--- src/rtl/alu_ctrl_decode_rv32i_pkg.sv ---
// Shared RV32I opcode constants and ALU control encodings, used by this decode
// stage and by the execute-stage ALU.
package alu_ctrl_decode_rv32i_pkg;

  localparam logic [6:0] OPC_OP     = 7'b0110011;
  localparam logic [6:0] OPC_OPIMM  = 7'b0010011;
  localparam logic [6:0] OPC_LUI    = 7'b0110111;
  localparam logic [6:0] OPC_AUIPC  = 7'b0010111;
  localparam logic [6:0] OPC_JAL    = 7'b1101111;
  localparam logic [6:0] OPC_JALR   = 7'b1100111;
  localparam logic [6:0] OPC_LOAD   = 7'b0000011;
  localparam logic [6:0] OPC_STORE  = 7'b0100011;
  localparam logic [6:0] OPC_BRANCH = 7'b1100011;
  localparam logic [6:0] F7_ALT     = 7'b0100000;

  typedef enum logic [1:0] {ALU_ADD = 2'b00, ALU_GATE = 2'b01, ALU_SHIFT = 2'b10, ALU_SLT = 2'b11} alutype_e;
  typedef enum logic [1:0] {GA_AND = 2'b00, GA_OR = 2'b01, GA_XOR = 2'b10} gatype_e;
  typedef enum logic [1:0] {SH_SLL = 2'b00, SH_SRL = 2'b01, SH_SRA = 2'b10} shiftype_e;
  typedef enum logic [1:0] {IN1_RS1 = 2'b00, IN1_PC = 2'b01, IN1_ZERO = 2'b10} in1sel_e;
  typedef enum logic {ST_EMPTY = 1'b0, ST_FULL = 1'b1} state_e;

  typedef struct packed {
    alutype_e  alutype;
    logic      adtype;
    gatype_e   gatype;
    shiftype_e shiftype;
    logic      sltype;
    in1sel_e   in1sel;
    logic      in2sel;
    logic      regwrite;
    logic      illegal;
    logic [4:0] rs1;
    logic [4:0] rs2;
    logic [4:0] rd;
  } ctrl_t;

  // funct3 -> ALU operation; alt selects SUB or SRA
  function automatic ctrl_t alu_map(ctrl_t c_in, logic [2:0] f3, logic alt);
    ctrl_t c;
    c = c_in;
    case (f3)
      3'b000:  begin c.alutype = ALU_ADD;   c.adtype   = alt;    end
      3'b111:  begin c.alutype = ALU_GATE;  c.gatype   = GA_AND; end
      3'b110:  begin c.alutype = ALU_GATE;  c.gatype   = GA_OR;  end
      3'b100:  begin c.alutype = ALU_GATE;  c.gatype   = GA_XOR; end
      3'b001:  begin c.alutype = ALU_SHIFT; c.shiftype = SH_SLL; end
      3'b101:  begin c.alutype = ALU_SHIFT; c.shiftype = alt ? SH_SRA : SH_SRL; end
      3'b010:  begin c.alutype = ALU_SLT;   c.sltype   = 1'b0;   end
      3'b011:  begin c.alutype = ALU_SLT;   c.sltype   = 1'b1;   end
      default: begin c.illegal = 1'b1; end
    endcase
    return c;
  endfunction

endpackage

--- src/rtl/alu_ctrl_decode_rv32i_imm_gen.sv ---
// Immediate generator: selects the I/S/B/U/J immediate from the opcode.
// Shift-immediates return the zero-extended shamt.
module imm_gen_rv32i
  import alu_ctrl_decode_rv32i_pkg::*;
(
  input  logic [31:0] i_instr,
  output logic [31:0] o_imm
);

  logic [6:0] w_opc;
  logic       w_sgn;

  assign w_opc = i_instr[6:0];
  assign w_sgn = i_instr[31];

  // format select by opcode
  always_comb begin
    o_imm = 32'h0000_0000;
    case (w_opc)
      OPC_OPIMM: begin
        if (i_instr[13:12] == 2'b01) begin
          o_imm = {27'd0, i_instr[24:20]};
        end else begin
          o_imm = {{20{w_sgn}}, i_instr[31:20]};
        end
      end
      OPC_LOAD, OPC_JALR: o_imm = {{20{w_sgn}}, i_instr[31:20]};
      OPC_STORE:          o_imm = {{20{w_sgn}}, i_instr[31:25], i_instr[11:7]};
      OPC_BRANCH:         o_imm = {{19{w_sgn}}, i_instr[31], i_instr[7], i_instr[30:25], i_instr[11:8], 1'b0};
      OPC_LUI, OPC_AUIPC: o_imm = {i_instr[31:12], 12'h000};
      OPC_JAL:            o_imm = {{11{w_sgn}}, i_instr[31], i_instr[19:12], i_instr[20], i_instr[30:21], 1'b0};
      default:            o_imm = 32'h0000_0000;
    endcase
  end

endmodule

--- src/rtl/alu_ctrl_decode_rv32i.sv ---
// Registered RV32I decode stage: one-entry valid/ready pipeline register that
// drives the ALU control fields, operand selects, register addresses and immediate.
module alu_ctrl_decode_rv32i
  import alu_ctrl_decode_rv32i_pkg::*;
#(
  parameter int          XLEN     = 32,
  parameter logic [31:0] RESET_PC = 32'h0000_0000
)(
  input  logic            clock,
  input  logic            rst_n,
  input  logic            in_valid,
  output logic            in_ready,
  input  logic [XLEN-1:0] in_instr,
  input  logic [XLEN-1:0] in_pc,
  input  logic            flush,
  output logic            out_valid,
  input  logic            out_ready,
  output logic [XLEN-1:0] out_pc,
  output logic [4:0]      out_rs1,
  output logic [4:0]      out_rs2,
  output logic [4:0]      out_rd,
  output logic [XLEN-1:0] out_imm,
  output logic [1:0]      cu_ALUtype,
  output logic            cu_adtype,
  output logic [1:0]      cu_gatype,
  output logic [1:0]      cu_shiftype,
  output logic            cu_sltype,
  output logic [1:0]      out_in1sel,
  output logic            out_in2sel,
  output logic            out_regwrite,
  output logic            out_illegal
);

  state_e          r_state;
  ctrl_t           r_ctrl;
  logic [XLEN-1:0] r_pc;
  logic [XLEN-1:0] r_imm;

  ctrl_t      w_ctrl;
  logic [31:0] w_imm;
  logic [6:0] w_opc;
  logic [6:0] w_f7;
  logic [2:0] w_f3;
  logic       w_wr;
  logic       w_bad;
  logic       w_accept;

  assign w_opc = in_instr[6:0];
  assign w_f3  = in_instr[14:12];
  assign w_f7  = in_instr[31:25];

  imm_gen_rv32i u_imm_gen (
    .i_instr (in_instr),
    .o_imm   (w_imm)
  );

  // opcode/funct decode into control fields; illegal encodings zero everything but the flag
  always_comb begin
    w_ctrl     = '0;
    w_wr       = 1'b0;
    w_bad      = 1'b0;
    w_ctrl.rs1 = in_instr[19:15];
    w_ctrl.rs2 = in_instr[24:20];
    w_ctrl.rd  = in_instr[11:7];
    case (w_opc)
      OPC_OP: begin
        w_ctrl = alu_map(w_ctrl, w_f3, in_instr[30]);
        w_wr   = 1'b1;
        w_bad  = !((w_f7 == 7'b0000000) || ((w_f7 == F7_ALT) && ((w_f3 == 3'b000) || (w_f3 == 3'b101))));
      end
      OPC_OPIMM: begin
        w_ctrl        = alu_map(w_ctrl, w_f3, (w_f3 == 3'b101) && in_instr[30]);
        w_ctrl.in2sel = 1'b1;
        w_ctrl.rs2    = 5'd0;
        w_wr          = 1'b1;
        if (w_f3 == 3'b001) begin
          w_bad = (w_f7 != 7'b0000000);
        end else if (w_f3 == 3'b101) begin
          w_bad = (w_f7 != 7'b0000000) && (w_f7 != F7_ALT);
        end else begin
          w_bad = 1'b0;
        end
      end
      OPC_LUI, OPC_AUIPC, OPC_JAL: begin
        w_ctrl.in1sel = (w_opc == OPC_LUI) ? IN1_ZERO : IN1_PC;
        w_ctrl.in2sel = 1'b1;
        w_ctrl.rs1    = 5'd0;
        w_ctrl.rs2    = 5'd0;
        w_wr          = 1'b1;
      end
      OPC_JALR, OPC_LOAD: begin
        w_ctrl.in2sel = 1'b1;
        w_ctrl.rs2    = 5'd0;
        w_wr          = 1'b1;
      end
      OPC_STORE, OPC_BRANCH: begin
        w_ctrl.in1sel = (w_opc == OPC_BRANCH) ? IN1_PC : IN1_RS1;
        w_ctrl.in2sel = 1'b1;
        w_ctrl.rd     = 5'd0;
      end
      default: w_bad = 1'b1;
    endcase
    if (w_bad) begin
      w_ctrl         = '0;
      w_ctrl.illegal = 1'b1;
    end else begin
      w_ctrl.regwrite = w_wr && (w_ctrl.rd != 5'd0);
    end
  end

  assign in_ready = (r_state == ST_EMPTY) || out_ready;
  assign w_accept = in_valid && in_ready && !flush;

  // entry FSM and pipeline register; flush outranks a same-cycle accept
  always_ff @(posedge clock or negedge rst_n) begin
    if (!rst_n) begin
      r_state <= ST_EMPTY;
      r_pc    <= RESET_PC;
      r_imm   <= '0;
      r_ctrl  <= '0;
    end else if (flush) begin
      r_state <= ST_EMPTY;
    end else if (w_accept) begin
      r_state <= ST_FULL;
      r_pc    <= in_pc;
      r_imm   <= w_imm;
      r_ctrl  <= w_ctrl;
    end else if (out_ready) begin
      r_state <= ST_EMPTY;
    end else begin
      r_state <= r_state;
    end
  end

  assign out_valid    = (r_state == ST_FULL);
  assign out_pc       = r_pc;
  assign out_imm      = r_imm;
  assign out_rs1      = r_ctrl.rs1;
  assign out_rs2      = r_ctrl.rs2;
  assign out_rd       = r_ctrl.rd;
  assign cu_ALUtype   = r_ctrl.alutype;
  assign cu_adtype    = r_ctrl.adtype;
  assign cu_gatype    = r_ctrl.gatype;
  assign cu_shiftype  = r_ctrl.shiftype;
  assign cu_sltype    = r_ctrl.sltype;
  assign out_in1sel   = r_ctrl.in1sel;
  assign out_in2sel   = r_ctrl.in2sel;
  assign out_regwrite = r_ctrl.regwrite;
  assign out_illegal  = r_ctrl.illegal;

endmodule

--- config.mk ---
export PLATFORM = sky130hd
export DESIGN_NAME = alu_ctrl_decode_rv32i
export DESIGN_NICKNAME = d
export VERILOG_FILES = /design/src/rtl/alu_ctrl_decode_rv32i_pkg.sv /design/src/rtl/alu_ctrl_decode_rv32i_imm_gen.sv /design/src/rtl/alu_ctrl_decode_rv32i.sv
export SDC_FILE = /design/constraint.sdc
export NUM_CORES = 1
export LEC_CHECK = 0
export ABC_AREA = 1
export CAP_MARGIN = 20
export CORE_ASPECT_RATIO = 2
export CORE_MARGIN = 4
export CORE_UTILIZATION = 45
export DETAILED_ROUTE_END_ITERATION = 12
export PLACE_DENSITY = 0.88
export RECOVER_POWER = 25
export SKIP_LAST_GASP = 1
export SLEW_MARGIN = 20
export SYNTH_ARGS = -nofsm -noshare
export SYNTH_HDL_FRONTEND = slang
export SYNTH_HIERARCHICAL = 1
export SYNTH_SLANG_ARGS = --single-unit
--- constraint.sdc ---
create_clock -name clock -period 1.6 [get_ports clock]
set_clock_uncertainty 0.05 [all_clocks]
set_input_delay 0.16 -clock clock [delete_from_list [all_inputs] [get_ports clock]]
set_output_delay 0.16 -clock clock [all_outputs]
set_load 0.005 [all_outputs]
==> impl_metrics.tcl, run 1 <==
set metrics [dict create \
    fin_area_um2 7590 \
    cts_tree "built" \
    min_period_ps 1490 \
    synth_adder_area_share_pct 0 \
    grt_max_degree 36 \
    outcome "completed" \
    r2r_slack_ps 130 \
    drt_iter0_markers 347 \
    powerDensity_nw_per_um2 785 \
    yosysWarnings 6 \
    wl_um 15700 \
    synth_flop_cell "dfrtp_1" \
    cap_violations 0 \
    fillCellCount 864 \
    worst_pin_slew_ps 965 \
    post_drt_wl_per_cell_um 15.0 \
    yosys_register_bits 93 \
    dieArea_um2 13000 \
    synth_edf_count 0 \
    grt.total_usage_pct 24.5 \
    critPathKind "reg -> out" \
    clock_latency_ps 330 \
    slew_viol_final 0 \
    root_buffer "clkbuf_16" \
    core_area_um2 10900 \
    finalSetupViolCount 0 \
    avgSynthCellArea_um2 7.31 \
    layout_worst_path_cycle_share_pct 93.0 \
    area.growth.synth_to_final_pct 51.2 \
    post-route-drc-count 0 \
    synthCells 687 \
    antenna_left 0 \
    clk_pin_slew_ps 70 \
    synth.most_common_cell "nand2_1" \
    first_pass_iters 7 \
    placed_cell_area_um2 7240 \
    relSlewSlack_pct 35.7 \
    synth_top_family_by_area "simple AND/OR/NAND/NOR gates" \
    hold_ws_ps 311 \
    dieWidth_um 82.7 \
    path_cells "clkdlybuf4s50_1" \
    crit_cells 1 \
    synth_top_area_cell "dfrtp_1" \
    fp.dieH_um 157 \
    numCtsBuffers 9 \
    portBuffers 162 \
    viasPerCell 5.06 \
    grt_pass1_vias 5224 \
    grt_antenna_before_repair 0 \
    r2r-end "out_regwrite" \
    drive_above_1_share_pct 16.2 \
    rr_startpoint "out_valid" \
    cpMaxStageDelayCell "clkdlybuf4s50_1" \
    rsz0062_at_grt "true" \
    end_kind "output pin" \
    synth-xor-area-share_pct 0 \
    setup.worst_path.end "out_imm[4]" \
    seq_area_frac_synth_pct 46.3 \
    hold_class "in -> reg" \
    fin_nets 968 \
    startpoint_type "flip-flop" \
    via_count 5284 \
    antennaDiodeCount 0 \
    boundaryPins 163 \
    cp_top_family "buffers and inverters" \
    async_reset_ff_share_pct 100 \
    dp_hpwl_um 12100 \
    clockBufferDepth 2 \
    synth_top_area_share_pct 46.3 \
    yosys-top-cells-count "324 x nand2_1, 93 x dfrtp_1, 65 x nor2_1" \
    rows 54 \
    worstPathRequired_ps 1390 \
    htreeDepth 3 \
    synthTopCellsByArea "dfrtp_1 46%, nand2_1 24%, nand3_1 6.3%" \
    ir_worst_vdd_uv 497 \
    critPathMaxFanout 2 \
    synth.area.mux_share_pct 0 \
    synth_nets 756 \
    synthDistinctLibCells 27 \
    place_congestion 0.934 \
    start_util_pct 45.9 \
    hold_viol 0 \
    synth_compound_area_share_pct 6.10 \
    path_buf_inv 1 \
    synth_area_um2 5020 \
    cts_sinks 93 \
    arrival_ps 1280 \
    grt-ovfl-total 0 \
    max_freq_ghz 0.672 \
    grt_pass1_wl_um 24500 \
    reg2regPathDepth 7 \
    leakagePower_uw 0.00389 \
    max_stage_delay_ps 530 \
    cp-startpoint "out_imm[4]" \
    yosys.area_share.simple_pct 41.4 \
]
[final cells by class]
type	count	area [um^2]	area share (%)
multi-input cells	533	2420	31.9
flip-flops and latches	93	2330	30.6
repair buffers	232	2260	29.7
clock buffers	11	243	3.20
well taps	140	175	2.31
inverters	30	113	1.48
clock inverters	5	58.8	0.774
[state kept, by name, indices dropped and copies added (netlist names), 2 cells and up]
signal       flops
out_imm         32
out_pc          32
out_rd           5
out_rs1          5
out_rs2          5
cu_ALUtype       2
cu_gatype        2
cu_shiftype      2
out_in1sel       2
[what timing repair did]
| item | in CTS | in global routing |
|---|---|---|
| hold endpoints to repair | 31 | 0 |
| gates resized for setup | 2 | 15 |
| buffers inserted | 0 | 2 |
| hold buffers | 1 | 0 |
| pin swaps | 1 | 2 |
| setup endpoints to repair | 2 | 35 |
[metal layers]
| layer | GRT usage, % | share of wire, % | up-vias |
|---|---|---|---|
| met4 | 15.4 | 6.1 | 0 |
| li1 | - | - | 2573 |
| met3 | 2.35 | 5.7 | 62 |
| met5 | 0 | 0 | - |
| met2 | 44.2 | 54 | 231 |
| met1 | 26.2 | 34 | 2418 |
[cell families (layout without fill, tap and decap cells)]
kind of cell | after synthesis | in the layout
AO/OA/AOI/OAI | 42 | 42
buffers and inverters | 61 | 278
flip-flops | 93 | 93
AND/OR/NAND/NOR | 491 | 491
[metrics by stage]
stage	total power, uW	cells	setup TNS (ps)	setup slack, ps	util, %
2_1_floorplan	3030	687	0	188	-
3_3_place_gp	3820	1025	-14740	-303	66.2
3_5_place_dp	3850	1025	-18280	-343	66.2
4_1_cts	6000	1042	0	13.1	69.0
5_1_grt	6230	1044	-327	-47.4	69.4
6_report	5960	1044	0	113	69.4
[cell usage in the layout (no fill, tap or decap), types with 2 or more instances in the layout]
master / instances
a21oi_1: 10
nand2_1: 322
nor2_4: 8
nor2_2: 13
nor2_1: 58
dlygate4sd2_1: 2
nand3b_1: 5
nand3_1: 63
nor3_1: 2
nand2_4: 2
clkinvlp_4: 2
o21ai_0: 9
a21oi_4: 2
inv_2: 6
clkbuf_16: 9
o21ai_2: 18
nand4_1: 6
inv_1: 24
dlymetal6s2s_1: 4
nand2_2: 10
clkdlybuf4s50_1: 155
buf_12: 8
buf_4: 60
dfrtp_1: 93
[where the power goes]
| part | leakage [uW] | switching [uW] | internal, uW | total (uW) |
|---|---|---|---|---|
| combinational | 0.00251 | 547 | 650 | 1200 |
| sequential | 0.00124 | 92.6 | 2520 | 2610 |
| clock | 0.000142 | 895 | 1260 | 2150 |
[how the worst min path moves through the flow]
stage / endpoint / depth (start not counted) / start / slack, ps
finish: out_pc[2] / 3 / in_pc[2] / 310
global route: out_pc[12] / 3 / in_pc[12] / 310
global placement: cu_ALUtype[0] / 1 / rst_n / 110
CTS: cu_ALUtype[0] / 2 / rst_n / 300
detailed placement: cu_ALUtype[0] / 1 / rst_n / 110
floorplan: cu_ALUtype[0] / 0 / rst_n / -190
(Power assumes the default switching activity.)
==> inputs of run 2 (changes only) <==
Settings changed: DONT_BUFFER_PORTS from default to 1, PLACE_DENSITY 0.88 to 0.7.
==> run 2 against run 1 <==
The run now ends with negative hold slack left; critical path depth up 10; hold slack lost 850 ps; die area stayed put; cell count down 15%; global-route usage fell by 1.1 points; sequential share of layout area up 7.6 points; maximum frequency is essentially flat; first-iteration DRC count down 41%; combinational power fell by 51%; final area decreased by 20%; utilization fell by 14 points; critical path type is now in -> reg; largest cell class unchanged.
==> impl_metrics.tcl, run 2 (synthesized netlist as in run 1, its figures left out) <==
set metrics [dict create \
    hold_class "in -> async" \
    relSlewSlack_pct 64.9 \
    wl_um 15200 \
    grt_pass1_vias 4602 \
    r2r-end "out_rs2[1]" \
    min_period_ps 1490 \
    cts_tree "built" \
    r2r_slack_ps 140 \
    post-route-drc-count 0 \
    drive_above_1_share_pct 11.9 \
    setup-tns-final_ps 0 \
    clock_latency_ps 330 \
    hold_viol 93 \
    grt_antenna_before_repair 0 \
    clockBufferDepth 2 \
    internal-power_uw 3880 \
    arrival_ps 1700 \
    antennaDiodeCount 0 \
    htreeDepth 3 \
    grt-ovfl-total 0 \
    ir_worst_vdd_uv 528 \
    worstPathRequired_ps 1810 \
    clockPowerShare_pct 38.2 \
    slew_viol_final 0 \
    finalSetupViolCount 0 \
    layout_common_cells "324 x nand2_1, 93 x dfrtp_1, 64 x nor2_1" \
    grt_pass1_wl_um 22900 \
    worst_pin_slew_ps 525 \
    post_drt_wl_per_cell_um 17.1 \
    cts_sinks 93 \
    via_count 4725 \
    leakagePower_uw 0.00323 \
    fp.dieH_um 157 \
    clk_pin_slew_ps 70 \
    reg2regPathDepth 6 \
    power.switching_uw 1390 \
    seqCellArea_um2 2330 \
    boundaryPins 163 \
    antenna_left 0 \
    rr_startpoint "out_valid" \
    dp_hpwl_um 10800 \
    powerDensity_nw_per_um2 867 \
    outcome "finished with violations" \
    swShare_pct 26.4 \
    critPathMaxFanout 14 \
    hold_ws_ps -541 \
    dieWidth_um 82.7 \
    place_congestion 0.886 \
    startpoint_type "primary input" \
    fillCellCount 1013 \
    critPathKind "in -> reg" \
    layout_worst_path_cycle_share_pct 92.9 \
    area.growth.synth_to_final_pct 21.0 \
    first_pass_iters 5 \
    portBuffers 0 \
    drt_iter0_markers 206 \
    dieArea_um2 13000 \
    max_freq_ghz 0.672 \
    multi_input_area_um2 2400 \
    final_util_pct 55.5 \
    final_common_cell "nand2_1" \
    grt.total_usage_pct 23.4 \
    core_area_um2 10900 \
    viasPerCell 5.31 \
    failed_checks "negative hold slack" \
    cap_violations 0 \
    comb_power_share_pct 11.2 \
    end_kind "flip-flop" \
    cts_hold_buf 57 \
    numCtsBuffers 9 \
    start_util_pct 45.9 \
    grt_max_degree 94 \
    power_frac_seq_pct 50.6 \
    rsz0062_at_grt "false" \
    rows 54 \
    fin_nets 813 \
    root_buffer "clkbuf_16" \
]
run 2: power groups by stage:
stage,logic [uW],registers [uW],clock network [uW]
finish,588,2670,2010
global route,655,2690,2200
CTS,585,2670,2090
detailed placement,464,2710,0
global placement,438,2710,0
floorplan,363,2660,0
run 2: worst max-delay path: stages:
cell,delay [ps]
dlygate4sd3_1,620
nor2_2,140
nand2_1,90
nand2_1,70
nand2_1,50
nand2_1,50
nand2_1,50
nand2_1,90
nand2_4,80
buf_12,150
o21ai_0,140
run 2: layer usage:
layer	up-vias	global-route usage (%)	wire, um
li1	2272	-	-
met1	2178	21.9	4810
met2	229	44.8	8580
met3	46	5.73	1230
met4	0	11.5	575
met5	-	0	0
run 2: stage by stage:
step                      instance area [um^2]  power, uW  hold WS, ps  worst slack [ps]  instances
after floorplan                           5020       3030         -186               188        687
after global placement                    5220       3150         -183               163        816
after detailed placement                  5220       3180         -183               132        816
after CTS                                 6080       5340         -562              55.2        889
after global routing                      6080       5540         -567             0.146        889
final                                     6080       5270         -541               113        889
run 2: worst max-delay path by stage:
stage,end,start
2_1_floorplan,cu_ALUtype[0],out_valid
3_3_place_gp,out_rs2[1],out_valid
3_5_place_dp,out_rs2[1],out_valid
4_1_cts,out_rs1[4],in_instr[13]
5_1_grt,out_regwrite,out_valid
6_report,out_rs2[4],in_instr[13]
run 2: final cells by class:
cell class / instances / area share [%]
multi-input cells: 533 / 39.4
clock buffers: 10 / 3.93
clock inverters: 6 / 0.761
flip-flops and latches: 93 / 38.3
repair buffers: 77 / 12.9
well taps: 140 / 2.88
inverters: 30 / 1.85
run 2: repair_timing:
action	4_1_cts	5_1_grt
endpoints found under the hold margin	154	93
endpoints found under the setup margin	0	23
setup buffers	0	0
resized for setup	0	3
==> inputs of run 3 (changes only) <==
Settings changed: CORE_MARGIN 4 to default.
==> run 3 against run 2 <==
Critical endpoint unchanged; critical path depth did not move; worst setup slack worse by 35 ps; sequential share of layout area fell by 0.15 points; the flow still finishes with violations (negative hold slack); global-route usage up 0.94 points; die area fell by 11%; final area is 0.39% higher; routed wire length down 6.4%; utilization grew 0.56 points.
==> impl_metrics.tcl, run 3 (synthesized netlist as in run 1, its figures left out) <==
set metrics [dict create \
    first_pass_iters 6 \
    rows 54 \
    end_kind "flip-flop" \
    worstPathRequired_ps 1810 \
    clockBufferDepth 2 \
    hold_viol 93 \
    setup_ws_ps 77.9 \
    min_period_ps 1520 \
    start_util_pct 46.2 \
    hold_class "in -> async" \
    cts_tree "built" \
    r2r-end "cu_sltype" \
    grt_antenna_before_repair 0 \
    outcome "finished with violations" \
    drt_iter0_markers 237 \
    grt_pass1_vias 4515 \
    grt.total_usage_pct 24.3 \
    cts_sinks 93 \
    grt_max_degree 94 \
    ir_worst_vdd_uv 525 \
    swShare_pct 25.2 \
    finalSetupViolCount 0 \
    post_drt_wl_per_cell_um 15.9 \
    comb_power_share_pct 11.4 \
    clock_latency_ps 340 \
    clk_pin_slew_ps 70 \
    layout.cells.non_filler 895 \
    cap_violations 0 \
    clockPowerShare_pct 37.2 \
    wl_um 14200 \
    power_frac_seq_pct 51.4 \
    htreeDepth 3 \
    placed_cell_area_um2 5230 \
    area.growth.synth_to_final_pct 21.5 \
    antenna_left 0 \
    root_buffer "clkbuf_16" \
    finalPower_uw 5180 \
    startpoint_type "primary input" \
    power.switching_uw 1310 \
    max_freq_ghz 0.657 \
    rr_startpoint "out_valid" \
    grt_pass1_wl_um 21900 \
    slew_viol_final 0 \
    placed_cells 819 \
    worst_pin_slew_ps 436 \
    antennaDiodeCount 0 \
    arrival_ps 1730 \
    via_count 4732 \
    final_common_cell "nand2_1" \
    rsz0062_at_grt "true" \
    critPathMaxFanout 10 \
    dieArea_um2 11600 \
    fin_nets 820 \
    r2r_slack_ps 90 \
    layout_common_cells "323 x nand2_1, 93 x dfrtp_1, 64 x nor2_1" \
    dieWidth_um 76.7 \
    post-route-drc-count 0 \
    fin_area_um2 6100 \
    place_ws_ps 113 \
    drive_above_1_share_pct 12.6 \
    reg2regPathDepth 7 \
    dp_hpwl_um 10000 \
    numCtsBuffers 9 \
    relSlewSlack_pct 70.9 \
    powerDensity_nw_per_um2 849 \
    layout_worst_path_cycle_share_pct 95.1 \
    final_util_pct 56.1 \
    hold_ws_ps -533 \
    leakagePower_uw 0.00326 \
    critPathKind "in -> reg" \
    core_area_um2 10900 \
    portBuffers 0 \
    place_congestion 0.862 \
    internal-power_uw 3870 \
    viasPerCell 5.29 \
    failed_checks "negative hold slack" \
    boundaryPins 163 \
    grt-ovfl-total 0 \
    fp.dieH_um 151 \
]
[run 3: worst max-delay path by stage]
stage / startpoint / to / slack [ps] / depth (start not counted)
after floorplan: out_valid / cu_ALUtype[0] / 190 / 8
after global placement: out_valid / out_in2sel / 210 / 7
after detailed placement: out_valid / cu_sltype / 110 / 7
after CTS: in_instr[12] / out_rd[4] / 60 / 11
after global routing: in_instr[12] / out_rs2[4] / -20 / 11
final: in_instr[12] / out_rs2[4] / 80 / 11
[run 3: cell type report]
cell class / instances / area (um^2)
clock buffers: 12 / 246
flip-flops and latches: 93 / 2330
fillers: 1001 / 4770
well taps: 140 / 175
inverters: 30 / 113
repair buffers: 84 / 821
clock inverters: 3 / 22.5
multi-input cells: 533 / 2400
[run 3: worst max-delay path: stages]
cell and delay [ps]:
dlygate4sd3_1 580, nor2_2 180, nand2_1 100, nand2_1 70
nand2_1 50, nand2_1 50, nand2_1 60, nand2_2 80
nand2_4 90, buf_12 160, o21ai_0 140
[run 3: metal layers]
metal  routed length (um)  track usage (%)  vias up
met3                  946             5.48       40
met2                 7850             46.2      198
met1                 4930             24.5     2220
met4                  494             12.1        0
met5                    0                0        -
li1                     -                -     2274
[run 3: what timing repair did]
action | CTS | global route
endpoints found under the hold margin | 148 | 94
resized for setup | 0 | 5
setup buffers | 0 | 5
hold buffers | 54 | 2
setup endpoints to repair | 0 | 23
[run 3: per-stage QoR]
stage	TNS [ps]	hold slack, ps
after global routing	-23.5	-554
after floorplan	0	-186
after CTS	0	-550
after detailed placement	0	-182
final	0	-533
after global placement	0	-183
[run 3: power by group through the flow]
stage | clock network, uW | registers, uW | logic, uW
2_1_floorplan | 0 | 2660 | 363
3_3_place_gp | 0 | 2700 | 446
3_5_place_dp | 0 | 2700 | 465
4_1_cts | 1990 | 2660 | 577
5_1_grt | 2100 | 2680 | 663
6_report | 1930 | 2660 | 592
